**src/rtl/truth_table_sweeper_pkg.sv**
```systemverilog
// -----------------------------------------------------------------------------
// truth_table_sweeper_pkg
// Shared definitions for the truth-table sweeper: FSM state encoding, field
// widths, the default golden truth table and the per-entry compare helper.
// No ports (package).
// -----------------------------------------------------------------------------
package truth_table_sweeper_pkg;

  localparam int unsigned VEC_W = 4;
  localparam int unsigned TBL_W = 16;
  localparam int unsigned ERR_W = 5;

  // Binary-encoded sweeper states.
  typedef enum logic [1:0] {
    ST_IDLE  = 2'b00,
    ST_SWEEP = 2'b01,
    ST_DONE  = 2'b10
  } state_e;

  // Golden truth table: bit i is the required F output for input vector i.
  localparam logic [TBL_W-1:0] DEFAULT_EXPECTED = 16'h69FA;

  // Largest value err_count can reach: one mismatch per table entry.
  localparam logic [ERR_W-1:0] ERR_MAX = 5'd16;

  // True when the sampled response differs from the golden entry at idx.
  function automatic logic entry_mismatch(
    input logic [TBL_W-1:0] golden,
    input logic [VEC_W-1:0] idx,
    input logic             sample
  );
    return (golden[idx] != sample);
  endfunction

endpackage : truth_table_sweeper_pkg

```
**src/rtl/truth_table_sweeper_if.sv**
```systemverilog
// -----------------------------------------------------------------------------
// truth_table_sweeper_if
// Groups the sweep request, the function-under-test loop (vec out, y_in back)
// and the result bus.
//   master : the requester / function under test (drives start, y_in)
//   slave  : the sweeper itself (drives vec and all result signals)
// -----------------------------------------------------------------------------
interface truth_table_sweeper_if;
  import truth_table_sweeper_pkg::*;

  logic             start;      // request a sweep
  logic             y_in;       // response of the function under test
  logic [VEC_W-1:0] vec;        // stimulus vector {a,b,c,d}
  logic             busy;       // sweep in progress
  logic             done;       // results valid and held
  logic             pass;       // done and no mismatches
  logic [TBL_W-1:0] table_out;  // captured truth table
  logic [ERR_W-1:0] err_count;  // number of mismatching entries
  logic             err_seen;   // at least one mismatch captured
  logic [VEC_W-1:0] first_err;  // lowest mismatching index

  modport master (
    output start,
    output y_in,
    input  vec,
    input  busy,
    input  done,
    input  pass,
    input  table_out,
    input  err_count,
    input  err_seen,
    input  first_err
  );

  modport slave (
    input  start,
    input  y_in,
    output vec,
    output busy,
    output done,
    output pass,
    output table_out,
    output err_count,
    output err_seen,
    output first_err
  );

endinterface : truth_table_sweeper_if

```
**src/rtl/truth_table_sweeper_counter_4bit.sv**
```systemverilog
// -----------------------------------------------------------------------------
// counter_4bit
// Vector index counter for the sweeper. Synchronous clear has priority over
// enable; the count wraps 15 -> 0. tc_o flags the terminal count (15).
// Ports:
//   clk      in   clock
//   reset    in   synchronous active-high reset
//   clr_i    in   synchronous clear to 0
//   en_i     in   advance by one
//   count_o  out  current count
//   tc_o     out  count == 15
// -----------------------------------------------------------------------------
module counter_4bit (
  input  logic       clk,
  input  logic       reset,
  input  logic       clr_i,
  input  logic       en_i,
  output logic [3:0] count_o,
  output logic       tc_o
);

  logic [3:0] count_q;
  logic [3:0] count_d;

  // Next count: clear wins, otherwise increment (natural 4-bit wrap) or hold.
  always_comb begin
    count_d = count_q;
    if (clr_i) begin
      count_d = 4'd0;
    end else if (en_i) begin
      count_d = count_q + 4'd1;
    end else begin
      count_d = count_q;
    end
  end

  // Count register.
  always_ff @(posedge clk) begin
    if (reset) begin
      count_q <= 4'd0;
    end else begin
      count_q <= count_d;
    end
  end

  assign count_o = count_q;
  assign tc_o    = (count_q == 4'hF);

endmodule : counter_4bit

```
**src/rtl/truth_table_sweeper.sv**
```systemverilog
// -----------------------------------------------------------------------------
// truth_table_sweeper
// Drives every 4-bit input vector to a function under test, captures its
// response into a 16-entry truth table, and compares it against EXPECTED.
// One entry per cycle; a full sweep is 16 capture edges after the start edge.
// Ports:
//   clk    in   clock, all state on rising edge
//   reset  in   synchronous active-high reset (overrides start)
//   bus    slave modport of truth_table_sweeper_if:
//            start, y_in in; vec, busy, done, pass, table_out,
//            err_count, err_seen, first_err out
// Parameter:
//   EXPECTED  golden truth table, bit i = required F for vector i
// -----------------------------------------------------------------------------
module truth_table_sweeper
  import truth_table_sweeper_pkg::*;
#(
  parameter logic [TBL_W-1:0] EXPECTED = DEFAULT_EXPECTED
) (
  input  logic                  clk,
  input  logic                  reset,
  truth_table_sweeper_if.slave  bus
);

  state_e           state_q;
  logic             busy_q;
  logic             done_q;
  logic [TBL_W-1:0] table_q;
  logic [TBL_W-1:0] table_d;
  logic [ERR_W-1:0] err_count_q;
  logic [ERR_W-1:0] err_count_d;
  logic             err_seen_q;
  logic [VEC_W-1:0] first_err_q;

  logic [VEC_W-1:0] vec_s;
  logic             tc_s;
  logic             cnt_clr_s;
  logic             cnt_en_s;
  logic             mismatch_s;
  logic             launch_s;

  // A new sweep may only be launched from IDLE or DONE; start during SWEEP is
  // deliberately ignored so a sweep always runs to completion.
  assign launch_s  = bus.start && ((state_q == ST_IDLE) || (state_q == ST_DONE));
  assign cnt_clr_s = launch_s;
  assign cnt_en_s  = (state_q == ST_SWEEP);

  counter_4bit u_counter (
    .clk     (clk),
    .reset   (reset),
    .clr_i   (cnt_clr_s),
    .en_i    (cnt_en_s),
    .count_o (vec_s),
    .tc_o    (tc_s)
  );

  assign mismatch_s = entry_mismatch(EXPECTED, vec_s, bus.y_in);

  // Capture and error-count next values for the entry currently on vec.
  always_comb begin
    table_d        = table_q;
    table_d[vec_s] = bus.y_in;
    err_count_d    = err_count_q;
    // Saturate at 16 so the count can never wrap even if a 17th compare
    // were ever to slip in.
    if (mismatch_s && (err_count_q != ERR_MAX)) begin
      err_count_d = err_count_q + 5'd1;
    end else begin
      err_count_d = err_count_q;
    end
  end

  // Sweeper FSM with registered busy/done and result registers.
  always_ff @(posedge clk) begin
    if (reset) begin
      state_q     <= ST_IDLE;
      busy_q      <= 1'b0;
      done_q      <= 1'b0;
      table_q     <= 16'h0000;
      err_count_q <= 5'd0;
      err_seen_q  <= 1'b0;
      first_err_q <= 4'd0;
    end else begin
      case (state_q)
        ST_IDLE, ST_DONE: begin
          if (bus.start) begin
            state_q     <= ST_SWEEP;
            busy_q      <= 1'b1;
            done_q      <= 1'b0;
            table_q     <= 16'h0000;
            err_count_q <= 5'd0;
            err_seen_q  <= 1'b0;
            first_err_q <= 4'd0;
          end else begin
            // Results stay frozen until the next launch.
            state_q <= state_q;
            busy_q  <= 1'b0;
            done_q  <= (state_q == ST_DONE);
          end
        end
        ST_SWEEP: begin
          table_q     <= table_d;
          err_count_q <= err_count_d;
          // Only the first mismatch of a sweep sets first_err.
          if (mismatch_s && !err_seen_q) begin
            err_seen_q  <= 1'b1;
            first_err_q <= vec_s;
          end else begin
            err_seen_q  <= err_seen_q;
            first_err_q <= first_err_q;
          end
          // Entry 15 is the last capture; leave SWEEP on the same edge so
          // the wrapped vec 0 is never sampled a 17th time.
          if (tc_s) begin
            state_q <= ST_DONE;
            busy_q  <= 1'b0;
            done_q  <= 1'b1;
          end else begin
            state_q <= ST_SWEEP;
            busy_q  <= 1'b1;
            done_q  <= 1'b0;
          end
        end
        default: begin
          state_q <= ST_IDLE;
          busy_q  <= 1'b0;
          done_q  <= 1'b0;
        end
      endcase
    end
  end

  assign bus.vec       = vec_s;
  assign bus.busy      = busy_q;
  assign bus.done      = done_q;
  assign bus.pass      = done_q && (err_count_q == 5'd0);
  assign bus.table_out = table_q;
  assign bus.err_count = err_count_q;
  assign bus.err_seen  = err_seen_q;
  assign bus.first_err = first_err_q;

endmodule : truth_table_sweeper

```
**src/flat_wrapper.sv**
```systemverilog
// flat-port wrapper written by rule: the top's interface ports become plain ports
module truth_table_sweeper_flat import truth_table_sweeper_pkg::*;
#(
  parameter logic [TBL_W-1:0] EXPECTED = DEFAULT_EXPECTED
)
  (clk, reset, bus_start, bus_y_in, bus_vec, bus_busy, bus_done, bus_pass, bus_table_out, bus_err_count, bus_err_seen, bus_first_err);
  truth_table_sweeper_if bus_i ();
  input  logic clk;
  input  logic reset;
  input wire logic [$bits(bus_i.start)-1:0] bus_start;
  input wire logic [$bits(bus_i.y_in)-1:0] bus_y_in;
  output wire logic [$bits(bus_i.vec)-1:0] bus_vec;
  output wire logic [$bits(bus_i.busy)-1:0] bus_busy;
  output wire logic [$bits(bus_i.done)-1:0] bus_done;
  output wire logic [$bits(bus_i.pass)-1:0] bus_pass;
  output wire logic [$bits(bus_i.table_out)-1:0] bus_table_out;
  output wire logic [$bits(bus_i.err_count)-1:0] bus_err_count;
  output wire logic [$bits(bus_i.err_seen)-1:0] bus_err_seen;
  output wire logic [$bits(bus_i.first_err)-1:0] bus_first_err;
  assign bus_i.start = bus_start;
  assign bus_i.y_in = bus_y_in;
  assign bus_vec = bus_i.vec;
  assign bus_busy = bus_i.busy;
  assign bus_done = bus_i.done;
  assign bus_pass = bus_i.pass;
  assign bus_table_out = bus_i.table_out;
  assign bus_err_count = bus_i.err_count;
  assign bus_err_seen = bus_i.err_seen;
  assign bus_first_err = bus_i.first_err;
  truth_table_sweeper #(.EXPECTED(EXPECTED)) u_core (.clk(clk), .reset(reset), .bus(bus_i));
endmodule
```
**config.mk**
```make
export PLATFORM = sky130hd
export DESIGN_NAME = truth_table_sweeper_flat
export DESIGN_NICKNAME = d
export VERILOG_FILES = /design/src/rtl/truth_table_sweeper_pkg.sv /design/src/rtl/truth_table_sweeper_if.sv /design/src/rtl/truth_table_sweeper_counter_4bit.sv /design/src/rtl/truth_table_sweeper.sv /design/src/flat_wrapper.sv
export SDC_FILE = /design/constraint.sdc
export NUM_CORES = 1
export LEC_CHECK = 0
export CORE_MARGIN = 1
export CORE_UTILIZATION = 30
export DETAILED_ROUTE_END_ITERATION = 10
export DONT_BUFFER_PORTS = 1
export MAX_ROUTING_LAYER = met4
export PLACE_DENSITY = 0.51
export SLEW_MARGIN = 20
export SYNTH_ARGS = -nofsm -noshare
export SYNTH_HDL_FRONTEND = slang
export SYNTH_HIERARCHICAL = 1
export SYNTH_SLANG_ARGS = --single-unit
```
**constraint.sdc**
```tcl
create_clock -name clk -period 2.69 [get_ports clk]
set_clock_uncertainty 0.1 [all_clocks]
set_input_delay 0.538 -clock clk [delete_from_list [all_inputs] [get_ports clk]]
set_output_delay 0.538 -clock clk [all_outputs]
set_load 0.03 [all_outputs]
```
==> metrics.cfg, run 1 <==
[run_status]
status = finished clean

[clock_tree]
cts_resized = 0
htree_num_levels = 2
cts_tree = built
cts_max_path_buffers = 2
cts_root_buffer = clkbuf_8
cts_hold_buf = 0
numCtsBuffers = 5
path_clk_slew_ps = 70
postCtsSetupBuffers = 0
clock-sinks = 34
clock_insertion_delay_worst_skew_ps = 290

[sta]
setup-violations-final = 0
rsz0062_at_grt = false
fin_crit_sh_pct = 79.9
fmax_ghz = 0.465
holdWs_ps = 214
slew_violations = 0
final_hold_viol_count = 0
worst_pin_slew_ps = 497
relSlewSlack_pct = 66.7
fin_crit_ps = 2150
tns_ps = 0

[setup_path]
reg2reg_to = u_core/bus.err_count[0]$_SDFFE_PP0P_
crit_path_end = u_core/bus.err_count[0]$_SDFFE_PP0P_
critPathLaunch = u_core/u_counter/count_o[0]$_SDFFE_PP0P_
ff2ff_setup_slack_ps = 540
crit_type = reg2reg
cp-start-kind = register
worst-endpoint-required_ps = 2760
crit_arrival_ps = 2220
r2r_cells = 7
r2r_start = u_core/u_counter/count_o[0]$_SDFFE_PP0P_
cp_max_fo = 3
crit_path_end_kind = register

[global_routing]
grt_usage_pct = 15.3
grt_max_degree = 31
grt_pass1_wl_um = 6910
grt_pass1_vias = 1315
antenna_found_initial = 0
overflow = 0

[final_layout]
final_core_util_pct = 36.4
drive_gt1_share_pct = 13.6
final_net_count = 201
multiInputGateArea_um2 = 927
n_fill_cell = 543
area_growth_pct = 13.6
antenna_cells = 0
seqCellArea_um2 = 681

[synth]
synth_cell_types = 41
synth_edf_count = 0
synth.most_common_cell = dfxtp_1
synth_top_cell_by_area = dfxtp_1
synth_flop_cell = dfxtp_1
syn_area_um2 = 1690
postSynthAreaPerCell_um2 = 9.03
synth_common_cells = dfxtp_1, a21oi_1, nand4_1
yosys_warnings = 6
yosysSeqAreaShare_pct = 40.3
ys_ff_latch = 34
synth_top_area_share_pct = 40.3
yosys-top-cells-area = dfxtp_1, o211ai_1, nand4_1, a21oi_1, ha_1
synthesis.nets = 198
postSynth.asyncResetShare_pct = 0
syn-instance-count = 187

[route]
wirelength_um = 4320
drt_iter0_markers = 97
drt.antenna.violating_nets = 0
vias = 1427
route.detailed.drc = 0
post_drt_wl_per_cell_um = 16.5
firstDrtPassIters = 4
vias_per_cell = 5.47

[placement]
place.gp.congestion = 0.747
portBuffers = 0
hpwl_um = 3010

[floorplanning]
start_util_pct = 32.1
coreArea_um2 = 5270
fp.dieH_um = 77.0
die-area_um2 = 5930
ioPinCount = 37
rows = 26
die_w_um = 77.0

[worst_hold_path]
hold_class = in2reg

[pwr]
p_leak_nw = 0.648
max-vdd-ir-drop_mv = 0.265
p_per_area_nw_per_um2 = 618

[flow_run]
max_cap_viol_count = 0

[cells by family after synthesis]
kind of cell | Yosys count | synth area share (%)
adder cells (fa/ha/maj) | 7 | 5.18
AO/OA/AOI/OAI | 48 | 19.7
AND/OR/NAND/NOR | 71 | 24.4
multiplexers | 8 | 4.96
XOR/XNOR | 1 | 0.519
flip-flops | 34 | 40.3
buffers and inverters | 18 | 4.96
[per-layer routing]
metal / GRT usage [%] / wire length, um / vias up
met5: - / 0 / -
met4: 7.36 / 53 / 0
met3: 4.40 / 304 / 4
met2: 21.3 / 1910 / 34
met1: 20.0 / 2050 / 689
li1: - / - / 700
[placed cells by master, fill, tap and decap left out, types with 2 or more instances in the layout]
cell / synthesis / routed
a21oi_1: 20 / 20
buf_4: 1 / 9
bufinv_16: 0 / 2
clkbuf_8: 0 / 5
dfxtp_1: 34 / 34
ha_1: 7 / 7
inv_1: 5 / 5
mux2_1: 2 / 2
mux2i_1: 5 / 5
nand2_1: 12 / 12
nand2b_1: 5 / 5
nand3_1: 5 / 5
nand4_1: 17 / 17
nor2_1: 11 / 11
nor2b_1: 5 / 4
nor3_1: 3 / 3
nor3b_1: 2 / 2
o211ai_1: 15 / 15
o311ai_0: 4 / 4
o41ai_1: 2 / 2
[through the flow]
step	worst slack [ps]	total power [mW]	cells	area, um^2
floorplan	303	0.611	187	1690
global placement	599	0.626	253	1780
detailed placement	578	0.626	253	1780
CTS	544	1.20	261	1920
global route	421	1.23	261	1920
finish	540	1.19	261	1920
[state kept, by name, summed over array words and instances, names as in the netlist]
register                  cells
u_core/bus.busy               1
u_core/bus.done               1
u_core/bus.err_count          5
u_core/bus.err_seen           1
u_core/bus.first_err          4
u_core/bus.table_out         16
u_core/state_q                2
u_core/u_counter/count_o      4
[worst max-delay path: stages, from the launching register on]
cell	delay (ps)
dfxtp_1	330
inv_1	70
ha_1	330
nor2b_4	170
mux2i_1	270
o31ai_2	130
a31oi_2	270
mux2_1	360
[layout make-up]
class	count	share of cell area, %
Sequential cell	34	35.5
Inverter	5	0.978
Clock buffer	5	3.59
Timing Repair Buffer	9	3.52
Multi-Input combinational cell	135	48.3
Tap cell	70	4.56
Clock inverter	3	3.59
[where the power goes]
group	leakage (nW)	internal [mW]	switching, mW	total, mW
Clock	0.0683	0.371	0.200	0.571
Sequential	0.275	0.510	0.0116	0.522
Combinational	0.305	0.0324	0.0606	0.0930
[worst min path at each step]
stage	from	endpoint	slack [ps]	cells after the start
final	reset	u_core/bus.err_seen$_SDFFE_PP0P_	210	1
after global routing	reset	u_core/bus.table_out[10]$_SDFFE_PP0P_	200	1
after CTS	reset	u_core/bus.table_out[0]$_SDFFE_PP0P_	200	1
after detailed placement	u_core/u_counter/count_o[0]$_SDFFE_PP0P_	u_core/bus.first_err[0]$_SDFFE_PP0P_	420	2
after global placement	u_core/u_counter/count_o[1]$_SDFFE_PP0P_	u_core/bus.first_err[1]$_SDFFE_PP0P_	420	2
after floorplan	u_core/state_q[1]$_SDFFE_PP0P_	u_core/bus.done$_SDFF_PP0_	380	2
Power figures use the tool's default switching activity.
==> run 2, diff against run 1 <==
clock period = 2.05 ns   (was 2.69 ns; I/O delays follow)
==> run 2 against run 1 <==
  * Non-clock buffer count increased by 7
  * Clock-buffer cell count is 2 higher
  * Final cell count up 2.7%
  * Largest cell class unchanged
  * Largest power group is now registers
  * Combinational power is 40% higher
  * Sequential power rose by 31%
  * Critical path depth stayed put
  * Critical endpoint is now u_core/bus.err_count[3]$_SDFFE_PP0P_
==> metrics.cfg, run 2 (synthesized netlist as in run 1, its figures left out) <==
[route]
vias = 1417  ; -0.70%
firstDrtPassIters = 4  ; unchanged
drt.antenna.violating_nets = 0  ; unchanged
wirelength_um = 4250  ; -1.6%
route.detailed.drc = 0  ; unchanged
drt_iter0_markers = 95  ; -2.1%
post_drt_wl_per_cell_um = 15.9  ; -4.1%
vias_per_cell = 5.29  ; -3.3%

[sta]
relSlewSlack_pct = 66.2  ; -0.52 points
fin_crit_ps = 1980  ; -171 ps
fmax_ghz = 0.505  ; +8.6%
final_hold_viol_count = 0  ; unchanged
setup-violations-final = 0  ; unchanged
worst_pin_slew_ps = 507  ; +9.40 ps
fin_crit_sh_pct = 96.5  ; +17 points
holdWs_ps = 88.6  ; -125 ps
slew_violations = 0  ; unchanged

[final_layout]
final_core_util_pct = 37.3  ; +0.90 points
final_common_cell = dfxtp_1
layout_common_cells = dfxtp_1, a21oi_1, nand4_1
largest_reg_flops = 16  ; unchanged
drive_gt1_share_pct = 18.7  ; +5.1 points
antenna_cells = 0  ; unchanged
final_net_count = 208  ; +3.5%
area_growth_pct = 16.4

[clock_tree]
clock_insertion_delay_worst_skew_ps = 290  ; about the same
cts_hold_buf = 0  ; unchanged
cts_root_buffer = clkbuf_8
numCtsBuffers = 5  ; unchanged
postCtsSetupBuffers = 0  ; unchanged
cts_max_path_buffers = 2  ; unchanged
htree_num_levels = 2  ; unchanged
clock-sinks = 34  ; unchanged
cts_tree = built
cts_resized = 0  ; unchanged
path_clk_slew_ps = 70  ; about the same

[floorplanning]
start_util_pct = 32.1  ; unchanged
die-area_um2 = 5930  ; unchanged
coreArea_um2 = 5270  ; unchanged
rows = 26  ; unchanged
die_w_um = 77.0  ; unchanged
fp.dieH_um = 77.0  ; unchanged
ioPinCount = 37  ; unchanged

[global_routing]
grt_pass1_wl_um = 6840  ; -1.0%
grt_usage_pct = 15.5  ; +0.26 points
antenna_found_initial = 0  ; unchanged
overflow = 0  ; unchanged
grt_pass1_vias = 1291  ; -1.8%
grt_max_degree = 31  ; unchanged

[setup_path]
cp-start-kind = register
cp_max_fo = 3  ; unchanged
ff2ff_setup_slack_ps = 70  ; -470 ps
crit_type = reg2reg
worst-endpoint-required_ps = 2180  ; -580 ps
crit_arrival_ps = 2110  ; -110 ps
crit_path_end_kind = register

[run_status]
status = finished clean

[flow_run]
max_cap_viol_count = 0  ; unchanged

[placement]
portBuffers = 0  ; unchanged
hpwl_um = 2970  ; -1.0%
place.gp.congestion = 0.709  ; -5.1%

[pwr]
p_leak_nw = 0.670  ; +3.4%
max-vdd-ir-drop_mv = 0.209  ; -21%
p_per_area_nw_per_um2 = 674  ; +9.1%

[worst_hold_path]
hold_class = in2reg

==> run 2: changes by cell type in the layout (fill, tap and decap cells not counted), sizes merged <==
cell,change
clkbuf,+2
buf,+7
bufinv,-2
==> run 2: worst paths after layout <==
kind	from	endpoint	cells after the start
hold reg to reg	u_core/bus.err_count[1]$_SDFFE_PP0P_	u_core/bus.err_count[1]$_SDFFE_PP0P_	2
setup reg to reg	u_core/u_counter/count_o[1]$_SDFFE_PP0P_	u_core/bus.err_count[3]$_SDFFE_PP0P_	7
hold / removal	reset	u_core/bus.err_seen$_SDFFE_PP0P_	1
setup / recovery	u_core/u_counter/count_o[1]$_SDFFE_PP0P_	u_core/bus.err_count[3]$_SDFFE_PP0P_	7
==> run 2: worst max-delay path, stage by stage (launching register included) <==
cell and delay (ps):
dfxtp_4 340, inv_1 100, ha_4 220, nor2b_4 180, mux2i_4 300, nor3_1 90
or4_1 510, nand3_1 90
==> run 2: layer usage <==
layer | track usage [%] | part of all wire [%] | up-vias
met2 | 20.8 | 43 | 38
li1 | - | - | 717
met3 | 6.55 | 7.1 | 6
met4 | 6.04 | 1.4 | 0
met5 | - | 0 | -
met1 | 20.3 | 48 | 656
==> run 2: final cells by class <==
class	count	area, um^2
clock inverter	1	5.00
sequential	34	688
fill	575	3300
timing repair buffer	16	120
multi-input combinational	135	961
clock buffer	7	86.3
inverter	5	18.8
tap	70	87.6
==> run 2: report_power, final <==
part	internal (mW)	switching, mW
clock	0.271	0.239
combinational	0.0502	0.0803
sequential	0.668	0.0170
==> run 2: stage by stage <==
step           setup WS [ps]  TNS [ps]  instance area, um^2  power, mW  cells
6_report                71.4         0                 1970       1.33    268
5_1_grt                -5.83     -9.11                 1970       1.40    268
4_1_cts                 86.4         0                 1950       1.34    268
3_5_place_dp             103         0                 1850      0.828    260
3_3_place_gp             136         0                 1850      0.828    260
2_1_floorplan           19.1         0                 1710      0.804    187
